[src/rtl/proc_pkg.sv]
//==============================================================================
// Module   : proc_pkg
// Purpose  : Processor-wide shared definitions: opcode constants, the NOP
//            encoding, default datapath/pipeline parameters, and the helper that
//            maps a writer class to the first stage where its result can be
//            forwarded.
// Revision : 1.0 - initial release
//==============================================================================
`default_nettype none

package proc_pkg;

    // Default datapath / pipeline shape
    localparam int unsigned c_ARCH_BITS_DEF  = 32;
    localparam int unsigned c_REG_BITS_DEF   = 5;
    localparam int unsigned c_DEPTH_DEF      = 3;   // 0 = ALU, 1 = DCache, 2 = WB
    localparam int unsigned c_LOAD_READY_DEF = 2;
    localparam int unsigned c_MUL_READY_DEF  = 1;

    // Major opcodes (RV32-style encoding)
    typedef enum logic [6:0] {
        OP_LOAD   = 7'h03,
        OP_ALUI   = 7'h13,
        OP_STORE  = 7'h23,
        OP_ALU    = 7'h33,
        OP_BRANCH = 7'h63
    } opcode_e;

    // addi x0, x0, 0
    localparam logic [31:0] c_NOP_INSN = 32'h0000_0013;

    // Class of a register writer, which decides its result latency
    typedef enum logic [1:0] {
        WR_ALU  = 2'd0,
        WR_MUL  = 2'd1,
        WR_LOAD = 2'd2
    } wrClass_e;

    // Load wins if both flags are set: its data arrives last.
    function automatic wrClass_e wrClassOf(input logic isLoad, input logic isMul);
        if (isLoad)
            return WR_LOAD;
        else if (isMul)
            return WR_MUL;
        return WR_ALU;
    endfunction

    function automatic int unsigned readyStageOf(input wrClass_e cls,
                                                 input int unsigned loadReady,
                                                 input int unsigned mulReady);
        case (cls)
            WR_LOAD: return loadReady;
            WR_MUL:  return mulReady;
            default: return 0;
        endcase
    endfunction

endpackage

`default_nettype wire

[src/rtl/pipe_hazard_unit_if.sv]
//==============================================================================
// Module   : pipe_hazard_unit_if
// Purpose  : Bundle between the decode stage / pipeline datapath and the hazard
//            unit.
//   master : decode side - drives decode fields, RF reads, stage results,
//            mem_stall, branch_taken; receives operands and control.
//   slave  : hazard unit - the reverse, plus the two performance counters.
// Revision : 1.0 - initial release
//==============================================================================
`default_nettype none

interface pipe_hazard_unit_if #(
    parameter int unsigned ARCH_BITS = proc_pkg::c_ARCH_BITS_DEF,
    parameter int unsigned REG_BITS  = proc_pkg::c_REG_BITS_DEF,
    parameter int unsigned DEPTH     = proc_pkg::c_DEPTH_DEF
) ();

    // Decode stage
    logic                       dec_valid;
    logic [REG_BITS-1:0]        dec_src1;
    logic [REG_BITS-1:0]        dec_src2;
    logic                       dec_src1_used;
    logic                       dec_src2_used;
    logic [REG_BITS-1:0]        dec_dst;
    logic                       dec_wen;
    logic                       dec_is_load;
    logic                       dec_is_mul;

    // Datapath
    logic [ARCH_BITS-1:0]       rf_data1;
    logic [ARCH_BITS-1:0]       rf_data2;
    logic [DEPTH*ARCH_BITS-1:0] stage_result;
    logic                       mem_stall;
    logic                       branch_taken;

    // Results
    logic [ARCH_BITS-1:0]       fwd_data1;
    logic [ARCH_BITS-1:0]       fwd_data2;
    logic                       stall_decode;
    logic                       flush_decode;
    logic                       issue;
    logic [31:0]                stall_count;
    logic [31:0]                fwd_count;

    modport master (
        output dec_valid, dec_src1, dec_src2, dec_src1_used, dec_src2_used,
               dec_dst, dec_wen, dec_is_load, dec_is_mul,
               rf_data1, rf_data2, stage_result, mem_stall, branch_taken,
        input  fwd_data1, fwd_data2, stall_decode, flush_decode, issue,
               stall_count, fwd_count
    );

    modport slave (
        input  dec_valid, dec_src1, dec_src2, dec_src1_used, dec_src2_used,
               dec_dst, dec_wen, dec_is_load, dec_is_mul,
               rf_data1, rf_data2, stage_result, mem_stall, branch_taken,
        output fwd_data1, fwd_data2, stall_decode, flush_decode, issue,
               stall_count, fwd_count
    );

endinterface

`default_nettype wire

[src/rtl/hazard_src_match.sv]
//==============================================================================
// Module   : hazard_src_match
// Purpose  : Operand resolution for one decode source against the in-flight
//            scoreboard. Finds the youngest in-flight writer of the source and
//            either forwards its stage result (if already produced) or flags a
//            hazard. Register 0 always resolves to zero.
// Ports    : i_src/i_used      - source index and "source is read" flag
//            i_sb*             - scoreboard valid/dst/ready-stage per entry
//            i_stageResult     - per-stage result bus (slice k = stage k)
//            i_rfData          - register-file read for this source
//            o_fwdData         - resolved operand
//            o_hazard          - youngest writer has not produced its result
//            o_forwarded       - operand was taken from a pipeline stage
// Revision : 1.0 - initial release
//==============================================================================
`default_nettype none

module hazard_src_match #(
    parameter int unsigned ARCH_BITS = 32,
    parameter int unsigned REG_BITS  = 5,
    parameter int unsigned DEPTH     = 3,
    parameter int unsigned RDY_W     = 2
) (
    input  logic [REG_BITS-1:0]             i_src,
    input  logic                            i_used,
    input  logic [DEPTH-1:0]                i_sbValid,
    input  logic [DEPTH-1:0][REG_BITS-1:0]  i_sbDst,
    input  logic [DEPTH-1:0][RDY_W-1:0]     i_sbReady,
    input  logic [DEPTH*ARCH_BITS-1:0]      i_stageResult,
    input  logic [ARCH_BITS-1:0]            i_rfData,
    output logic [ARCH_BITS-1:0]            o_fwdData,
    output logic                            o_hazard,
    output logic                            o_forwarded
);

    logic [DEPTH-1:0] w_match;
    logic             w_hit;
    int               w_hitIdx;
    int               w_hitReady;

    generate
        for (genvar k = 0; k < DEPTH; k++) begin : g_match
            assign w_match[k] = i_sbValid[k] && i_used && (i_src != '0) &&
                                (i_sbDst[k] == i_src);
        end
    endgenerate

    // Walk oldest to youngest so the youngest match is the last one written.
    always_comb begin
        w_hit      = 1'b0;
        w_hitIdx   = 0;
        w_hitReady = 0;
        for (int k = DEPTH - 1; k >= 0; k--) begin
            if (w_match[k]) begin
                w_hit      = 1'b1;
                w_hitIdx   = k;
                w_hitReady = int'(i_sbReady[k]);
            end
        end
    end

    // An older, ready writer of the same register is stale data, so only the
    // youngest match is considered even when it is not ready yet.
    always_comb begin
        o_fwdData   = i_rfData;
        o_hazard    = 1'b0;
        o_forwarded = 1'b0;
        if (i_src == '0) begin
            o_fwdData = '0;
        end else if (w_hit) begin
            if (w_hitIdx >= w_hitReady) begin
                o_fwdData   = i_stageResult[w_hitIdx*ARCH_BITS +: ARCH_BITS];
                o_forwarded = 1'b1;
            end else begin
                o_hazard = 1'b1;
            end
        end
    end

endmodule

`default_nettype wire

[src/rtl/pipe_hazard_unit.sv]
//==============================================================================
// Module   : pipe_hazard_unit
// Purpose  : Data-hazard detection and operand forwarding for an in-order
//            pipeline. Tracks DEPTH in-flight writers after decode in a
//            shifting scoreboard, resolves both decode operands, and produces
//            stall / flush / issue control plus saturating stall and forward
//            performance counters.
// Ports    : clk  - clock
//            rst  - asynchronous, active-high reset
//            bus  - pipe_hazard_unit_if.slave (decode fields, RF reads, stage
//                   results, mem_stall, branch_taken; operands, control,
//                   counters)
// Revision : 1.0 - initial release
//==============================================================================
`default_nettype none

module pipe_hazard_unit
    import proc_pkg::*;
#(
    parameter int unsigned ARCH_BITS  = c_ARCH_BITS_DEF,
    parameter int unsigned REG_BITS   = c_REG_BITS_DEF,
    parameter int unsigned DEPTH      = c_DEPTH_DEF,
    parameter int unsigned LOAD_READY = c_LOAD_READY_DEF,
    parameter int unsigned MUL_READY  = c_MUL_READY_DEF
) (
    input  logic              clk,
    input  logic              rst,
    pipe_hazard_unit_if.slave bus
);

    // Ready stage may equal DEPTH (never forwardable), hence DEPTH+1 codes.
    localparam int unsigned c_RDY_W   = $clog2(DEPTH + 1);
    localparam logic [31:0] c_CNT_MAX = 32'hFFFF_FFFF;

    // Scoreboard: entry 0 is the instruction in ALU, DEPTH-1 the oldest.
    logic [DEPTH-1:0]               r_sbValid;
    logic [DEPTH-1:0][REG_BITS-1:0] r_sbDst;
    logic [DEPTH-1:0][c_RDY_W-1:0]  r_sbReady;

    logic [31:0] r_stallCount;
    logic [31:0] r_fwdCount;

    logic               w_hazard1;
    logic               w_hazard2;
    logic               w_fwd1;
    logic               w_fwd2;
    logic               w_stall;
    logic               w_flush;
    logic               w_issue;
    logic               w_enterValid;
    logic [c_RDY_W-1:0] w_decReady;

    //--------------------------------------------------------------------------
    // Operand resolution
    //--------------------------------------------------------------------------
    hazard_src_match #(
        .ARCH_BITS (ARCH_BITS),
        .REG_BITS  (REG_BITS),
        .DEPTH     (DEPTH),
        .RDY_W     (c_RDY_W)
    ) u_src1 (
        .i_src         (bus.dec_src1),
        .i_used        (bus.dec_src1_used),
        .i_sbValid     (r_sbValid),
        .i_sbDst       (r_sbDst),
        .i_sbReady     (r_sbReady),
        .i_stageResult (bus.stage_result),
        .i_rfData      (bus.rf_data1),
        .o_fwdData     (bus.fwd_data1),
        .o_hazard      (w_hazard1),
        .o_forwarded   (w_fwd1)
    );

    hazard_src_match #(
        .ARCH_BITS (ARCH_BITS),
        .REG_BITS  (REG_BITS),
        .DEPTH     (DEPTH),
        .RDY_W     (c_RDY_W)
    ) u_src2 (
        .i_src         (bus.dec_src2),
        .i_used        (bus.dec_src2_used),
        .i_sbValid     (r_sbValid),
        .i_sbDst       (r_sbDst),
        .i_sbReady     (r_sbReady),
        .i_stageResult (bus.stage_result),
        .i_rfData      (bus.rf_data2),
        .o_fwdData     (bus.fwd_data2),
        .o_hazard      (w_hazard2),
        .o_forwarded   (w_fwd2)
    );

    //--------------------------------------------------------------------------
    // Pipeline control
    //--------------------------------------------------------------------------
    // mem_stall freezes everything; a taken branch squashes decode, so a hazard
    // on the squashed instruction must not stall. Reset forces all three low.
    assign w_stall = ~rst & ((bus.dec_valid & (w_hazard1 | w_hazard2) &
                              ~bus.branch_taken) | bus.mem_stall);
    assign w_flush = ~rst & bus.branch_taken & ~bus.mem_stall;
    assign w_issue = ~rst & bus.dec_valid & ~w_stall & ~w_flush;

    assign bus.stall_decode = w_stall;
    assign bus.flush_decode = w_flush;
    assign bus.issue        = w_issue;

    // Writes to r0 are discarded, so they never enter as a live writer.
    assign w_enterValid = w_issue & bus.dec_wen & (bus.dec_dst != '0);
    assign w_decReady   = c_RDY_W'(readyStageOf(wrClassOf(bus.dec_is_load, bus.dec_is_mul),
                                                LOAD_READY, MUL_READY));

    //--------------------------------------------------------------------------
    // Scoreboard shift register
    //--------------------------------------------------------------------------
    always_ff @(posedge clk or posedge rst) begin
        if (rst) begin
            r_sbValid <= '0;
            r_sbDst   <= '0;
            r_sbReady <= '0;
        end else if (!bus.mem_stall) begin
            for (int k = DEPTH - 1; k > 0; k--) begin
                r_sbValid[k] <= r_sbValid[k-1];
                r_sbDst[k]   <= r_sbDst[k-1];
                r_sbReady[k] <= r_sbReady[k-1];
            end
            r_sbValid[0] <= w_enterValid;
            r_sbDst[0]   <= w_enterValid ? bus.dec_dst : '0;
            r_sbReady[0] <= w_enterValid ? w_decReady  : '0;
        end
    end

    //--------------------------------------------------------------------------
    // Saturating performance counters
    //--------------------------------------------------------------------------
    always_ff @(posedge clk or posedge rst) begin
        if (rst) begin
            r_stallCount <= '0;
            r_fwdCount   <= '0;
        end else begin
            if (w_stall && (r_stallCount != c_CNT_MAX))
                r_stallCount <= r_stallCount + 32'd1;
            if (w_issue && (w_fwd1 || w_fwd2) && (r_fwdCount != c_CNT_MAX))
                r_fwdCount <= r_fwdCount + 32'd1;
        end
    end

    assign bus.stall_count = r_stallCount;
    assign bus.fwd_count   = r_fwdCount;

endmodule

`default_nettype wire

[src/flat_wrapper.sv]
// flat-port wrapper written by rule: the top's interface ports become plain ports
module pipe_hazard_unit_flat import proc_pkg::*;
#(
    parameter int unsigned ARCH_BITS  = c_ARCH_BITS_DEF,
    parameter int unsigned REG_BITS   = c_REG_BITS_DEF,
    parameter int unsigned DEPTH      = c_DEPTH_DEF,
    parameter int unsigned LOAD_READY = c_LOAD_READY_DEF,
    parameter int unsigned MUL_READY  = c_MUL_READY_DEF
)
  (clk, rst, bus_dec_valid, bus_dec_src1, bus_dec_src2, bus_dec_src1_used, bus_dec_src2_used, bus_dec_dst, bus_dec_wen, bus_dec_is_load, bus_dec_is_mul, bus_rf_data1, bus_rf_data2, bus_stage_result, bus_mem_stall, bus_branch_taken, bus_fwd_data1, bus_fwd_data2, bus_stall_decode, bus_flush_decode, bus_issue, bus_stall_count, bus_fwd_count);
  pipe_hazard_unit_if #(.ARCH_BITS(ARCH_BITS), .REG_BITS(REG_BITS), .DEPTH(DEPTH)) bus_i ();
  input  logic clk;
  input  logic rst;
  input wire logic [$bits(bus_i.dec_valid)-1:0] bus_dec_valid;
  input wire logic [$bits(bus_i.dec_src1)-1:0] bus_dec_src1;
  input wire logic [$bits(bus_i.dec_src2)-1:0] bus_dec_src2;
  input wire logic [$bits(bus_i.dec_src1_used)-1:0] bus_dec_src1_used;
  input wire logic [$bits(bus_i.dec_src2_used)-1:0] bus_dec_src2_used;
  input wire logic [$bits(bus_i.dec_dst)-1:0] bus_dec_dst;
  input wire logic [$bits(bus_i.dec_wen)-1:0] bus_dec_wen;
  input wire logic [$bits(bus_i.dec_is_load)-1:0] bus_dec_is_load;
  input wire logic [$bits(bus_i.dec_is_mul)-1:0] bus_dec_is_mul;
  input wire logic [$bits(bus_i.rf_data1)-1:0] bus_rf_data1;
  input wire logic [$bits(bus_i.rf_data2)-1:0] bus_rf_data2;
  input wire logic [$bits(bus_i.stage_result)-1:0] bus_stage_result;
  input wire logic [$bits(bus_i.mem_stall)-1:0] bus_mem_stall;
  input wire logic [$bits(bus_i.branch_taken)-1:0] bus_branch_taken;
  output wire logic [$bits(bus_i.fwd_data1)-1:0] bus_fwd_data1;
  output wire logic [$bits(bus_i.fwd_data2)-1:0] bus_fwd_data2;
  output wire logic [$bits(bus_i.stall_decode)-1:0] bus_stall_decode;
  output wire logic [$bits(bus_i.flush_decode)-1:0] bus_flush_decode;
  output wire logic [$bits(bus_i.issue)-1:0] bus_issue;
  output wire logic [$bits(bus_i.stall_count)-1:0] bus_stall_count;
  output wire logic [$bits(bus_i.fwd_count)-1:0] bus_fwd_count;
  assign bus_i.dec_valid = bus_dec_valid;
  assign bus_i.dec_src1 = bus_dec_src1;
  assign bus_i.dec_src2 = bus_dec_src2;
  assign bus_i.dec_src1_used = bus_dec_src1_used;
  assign bus_i.dec_src2_used = bus_dec_src2_used;
  assign bus_i.dec_dst = bus_dec_dst;
  assign bus_i.dec_wen = bus_dec_wen;
  assign bus_i.dec_is_load = bus_dec_is_load;
  assign bus_i.dec_is_mul = bus_dec_is_mul;
  assign bus_i.rf_data1 = bus_rf_data1;
  assign bus_i.rf_data2 = bus_rf_data2;
  assign bus_i.stage_result = bus_stage_result;
  assign bus_i.mem_stall = bus_mem_stall;
  assign bus_i.branch_taken = bus_branch_taken;
  assign bus_fwd_data1 = bus_i.fwd_data1;
  assign bus_fwd_data2 = bus_i.fwd_data2;
  assign bus_stall_decode = bus_i.stall_decode;
  assign bus_flush_decode = bus_i.flush_decode;
  assign bus_issue = bus_i.issue;
  assign bus_stall_count = bus_i.stall_count;
  assign bus_fwd_count = bus_i.fwd_count;
  pipe_hazard_unit #(.ARCH_BITS(ARCH_BITS), .REG_BITS(REG_BITS), .DEPTH(DEPTH), .LOAD_READY(LOAD_READY), .MUL_READY(MUL_READY)) u_core (.clk(clk), .rst(rst), .bus(bus_i));
endmodule
[config.mk]
export PLATFORM = sky130hd
export DESIGN_NAME = pipe_hazard_unit_flat
export DESIGN_NICKNAME = d
export VERILOG_FILES = /design/src/rtl/proc_pkg.sv /design/src/rtl/pipe_hazard_unit_if.sv /design/src/rtl/hazard_src_match.sv /design/src/rtl/pipe_hazard_unit.sv /design/src/flat_wrapper.sv
export SDC_FILE = /design/constraint.sdc
export NUM_CORES = 1
export LEC_CHECK = 0
export BUFFER_PORTS_ARGS = -buffer_cell sky130_fd_sc_hd__buf_4
export CAP_MARGIN = 25
export CORE_ASPECT_RATIO = 0.8
export CORE_MARGIN = 2
export CORE_UTILIZATION = 43
export CTS_CLUSTER_SIZE = 14
export DETAILED_ROUTE_END_ITERATION = 8
export GPL_TIMING_DRIVEN = 0
export PLACE_DENSITY = 0.82
export SLEW_MARGIN = 20
export SYNTH_ARGS = -nofsm -noshare
export SYNTH_HDL_FRONTEND = slang
export SYNTH_SLANG_ARGS = --single-unit
[constraint.sdc]
create_clock -name clk -period 4.2 [get_ports clk]
set_input_delay 0.63 -clock clk [delete_from_list [all_inputs] [get_ports clk]]
set_output_delay 0.63 -clock clk [all_outputs]
set_load 0.01 [all_outputs]
==> reports/qor.csv <==
metric,value,unit
H-tree levels,3,
port bufs,312,
share of layout cells above drive strength 1,48.3,%
clock power share,33.1,%
Crit Path Max Fanout,5,
Via density,5.61,
Initial DRC Count,488,
CTS tree,done,
mux contribution to synthesized area,12.5,%
Setup CP Type,input port to output pin,
cell family with most CP delay,simple AND/OR/NAND/NOR gates,
"EDFF count, synth",0,
remaining antenna violation count after routing,0,
design area,0.0112,mm^2
"Seq/Total Area, Yosys",32.5,%
"Reg clk slew, reported paths",60,ps
Mapped Cells,793,
DRC,0,
first-pass GRT wire length,39300,um
Worst-Skew Late Latency,330,ps
CP Launch Type,input port,
final-report setup violation count,63,
Worst EP required,3570,ps
switching power of the nets,0.000580,W
Die Y,116,um
most common cell in the netlist,nor2_1,
nets@finish,1353,
synth warn,0,
initial core utilization,44.5,%
CTS Buf Count,9,
adder-cell area share of the yosys netlist,1.11,%
Reg power frac,43.5,%
Synth Area in Simple Gates,22.1,%
Sw Ratio,27.3,%
MaxCap Viol Count,0,
Fin. Hold Viols,0,
worst r2r src,u_core.r_sbDst[10],
1st-pass router iterations,5,
combinational family with the most area after synthesis,simple AND/OR/NAND/NOR gates,
drt total wl,27100,um
Chip Width,144,um
Crit-path slowest cell,or4_1,
Synth async-reset ratio,100,%
Mapped Area,0.00677,mm^2
Placement Cell Area,0.00958,mm^2
vias,7722,
remaining global-route overflow,0,
Yosys cell types,47,
GRT Total Usage,29.9,%
CTS sink count,88,
final worst path period share,104,%
average wire per standard cell,19.7,um
max incr delay on CP,510,ps
row count,40,
vias in the first global route,7382,
Top Ports,316,
worst setup margin,-185,ps
post-place setup slack,-600,ps
Synth Register Bits,88,
"Arr. time, crit path",3760,ps
post-route minimum period,4390,ps
pin count of the biggest net entering global routing,47,
top-area cell type share of the netlist area,32.5,%
Area Growth Syn to Fin,66.1,%
RePlAce Congestion,0.968,
failing checks,negative setup slack,
prevailing post-synth register cell,dfrtp_1,
Peak VDD IR,0.000395,V
die area,0.0168,mm^2
maximum buffer depth of the clock tree,2,
"Slew Viols, Final",0,
slew of the pin with the lowest slew margin,726,ps
Pleak,5.12,nW
critical path launch point,bus_dec_src2[0],
final core utilization,73.9,%
unrepaired setup endpoints after global routing,yes,
initial antenna violation count,0,
clk_skew,3.94,ps
Finished Layout Cells,1376,
post-DP HPWL,19100,um
Commonest cells post-synth,"148 x nor2_1, 88 x dfrtp_1, 69 x a21oi_1",
logic gate share of total power,23.4,%
Crit path buffers/inverters,4,
Slew HR,51.6,%
Achievable Freq,0.228,GHz
internal power,0.00155,W
number of buffers inserted by hold repair at cts,0,
Avg Inst Size Synth,8.54,um^2
Synth area leader,dfrtp_1,
power density cells,189,mW/mm^2
worst-path cell chain,buf_6 > xor2_1 > or4_1 > or4_4 > nor2_4 > a22oi_1 > a21oi_2 > ha_1 > nand2b_4 > a21oi_4 > a31o_4 > buf_8 > clkbuf_16 > a211oi_2 > a21oi_1 > nor2_1 > buf_4,
Worst Hold Class,input port to async pin,
DP Cell Count,1316,
CTS Root Cell,clkbuf_16,
core area,0.0152,mm^2
status,"finished, violations left",
# diodes,0,
synth top area cells,"dfrtp_1 33%, mux2i_1 9.5%, nor2_1 8.2%",
Post-Syn Nets,984,
Synth Area in Compound Gates,15.5,%
CP endpoint kind,output pin,
Synth Area in XOR/XNOR,11.9,%
-- cell usage in the layout (no fill, tap or decap), drive strengths merged, types with 18 or more instances in the layout --
cell    instances
nor2          150
nand2          36
nand3          29
dfrtp          88
xnor2          54
mux2i          64
nand4          23
a21oi          70
mux2           18
and3           20
clkbuf         37
a211oi         64
buf           387
xor2           38
-- through the flow --
step | TNS (ps) | total power (W) | hold WS [ps]
floorplan | 0 | 0.00110 | 491
detailed placement | -53110 | 0.00140 | 484
CTS | -12940 | 0.00211 | 383
global placement | -57580 | 0.00138 | 478
finish | -5570 | 0.00213 | 372
global route | -13480 | 0.00222 | 420
-- sequential cells by signal (all words and copies together), names as in the netlist --
name,count
u_core.bus.fwd_count,32
u_core.bus.stall_count,32
u_core.r_sbValid,3
u_core.r_sbReady,6
u_core.r_sbDst,15
-- final cells by class --
type | instances | area [um^2]
Multi-Input combinational cell | 640 | 5010
Fill cell | 1148 | 3970
Timing Repair Buffer | 365 | 2980
Sequential cell | 88 | 2200
Buffer | 49 | 494
Tap cell | 210 | 263
Clock buffer | 11 | 233
Inverter | 9 | 38.8
Clock inverter | 4 | 22.5
-- worst register-to-register path: cells and delay by family (launching register included) --
kind,cells,cell delay [ps]
compound gates,5,680
buf+inv,5,670
fa+ha+maj,1,240
xor+xnor,2,290
flops,1,410
simple gates,7,1620
-- layer usage --
metal  global-route usage [%]  vias to the layer above  share of wire (%)
met5                        0                        -                  0
li1                         -                     3565                  -
met3                     8.20                       97                8.3
met4                     13.5                        0                4.6
met1                     35.9                     3680                 38
met2                     50.7                      380                 49
-- power by group through the flow --
stage | logic, W | registers (W) | clock network (W)
5_1_grt | 0.000534 | 0.000929 | 0.000752
4_1_cts | 0.000476 | 0.000925 | 0.000711
2_1_floorplan | 0.000162 | 0.000940 | 0
6_report | 0.000497 | 0.000926 | 0.000704
3_5_place_dp | 0.000458 | 0.000938 | 0
3_3_place_gp | 0.000445 | 0.000934 | 0
-- path summary, 6_finish.rpt --
kind	cells after the start	endpoint	slack (ps)
setup / recovery	17	bus_fwd_data2[20]	-190
hold / removal	2	u_core.bus.fwd_count[24]	370
setup reg to reg	20	u_core.bus.fwd_count[4]	170
hold reg to reg	1	u_core.bus.fwd_count[21]	500
max in group asynchronous	3	u_core.r_sbDst[1]	3200
min in group clk	1	u_core.bus.fwd_count[21]	500
-- timing repair --
item                       CTS  global route
setup endpoints to repair   85           110
gates cloned                 9             3
resized for setup          109           106
pin swaps                   38            26
buffers inserted            31            14
-- logic make-up after synthesis --
family | count (synthesis)
compound gates | 156
xor+xnor | 92
fa+ha+maj | 6
buf+inv | 65
flops | 88
mux | 82
simple gates | 304
No activity file was read; power rests on OpenSTA's default activity.
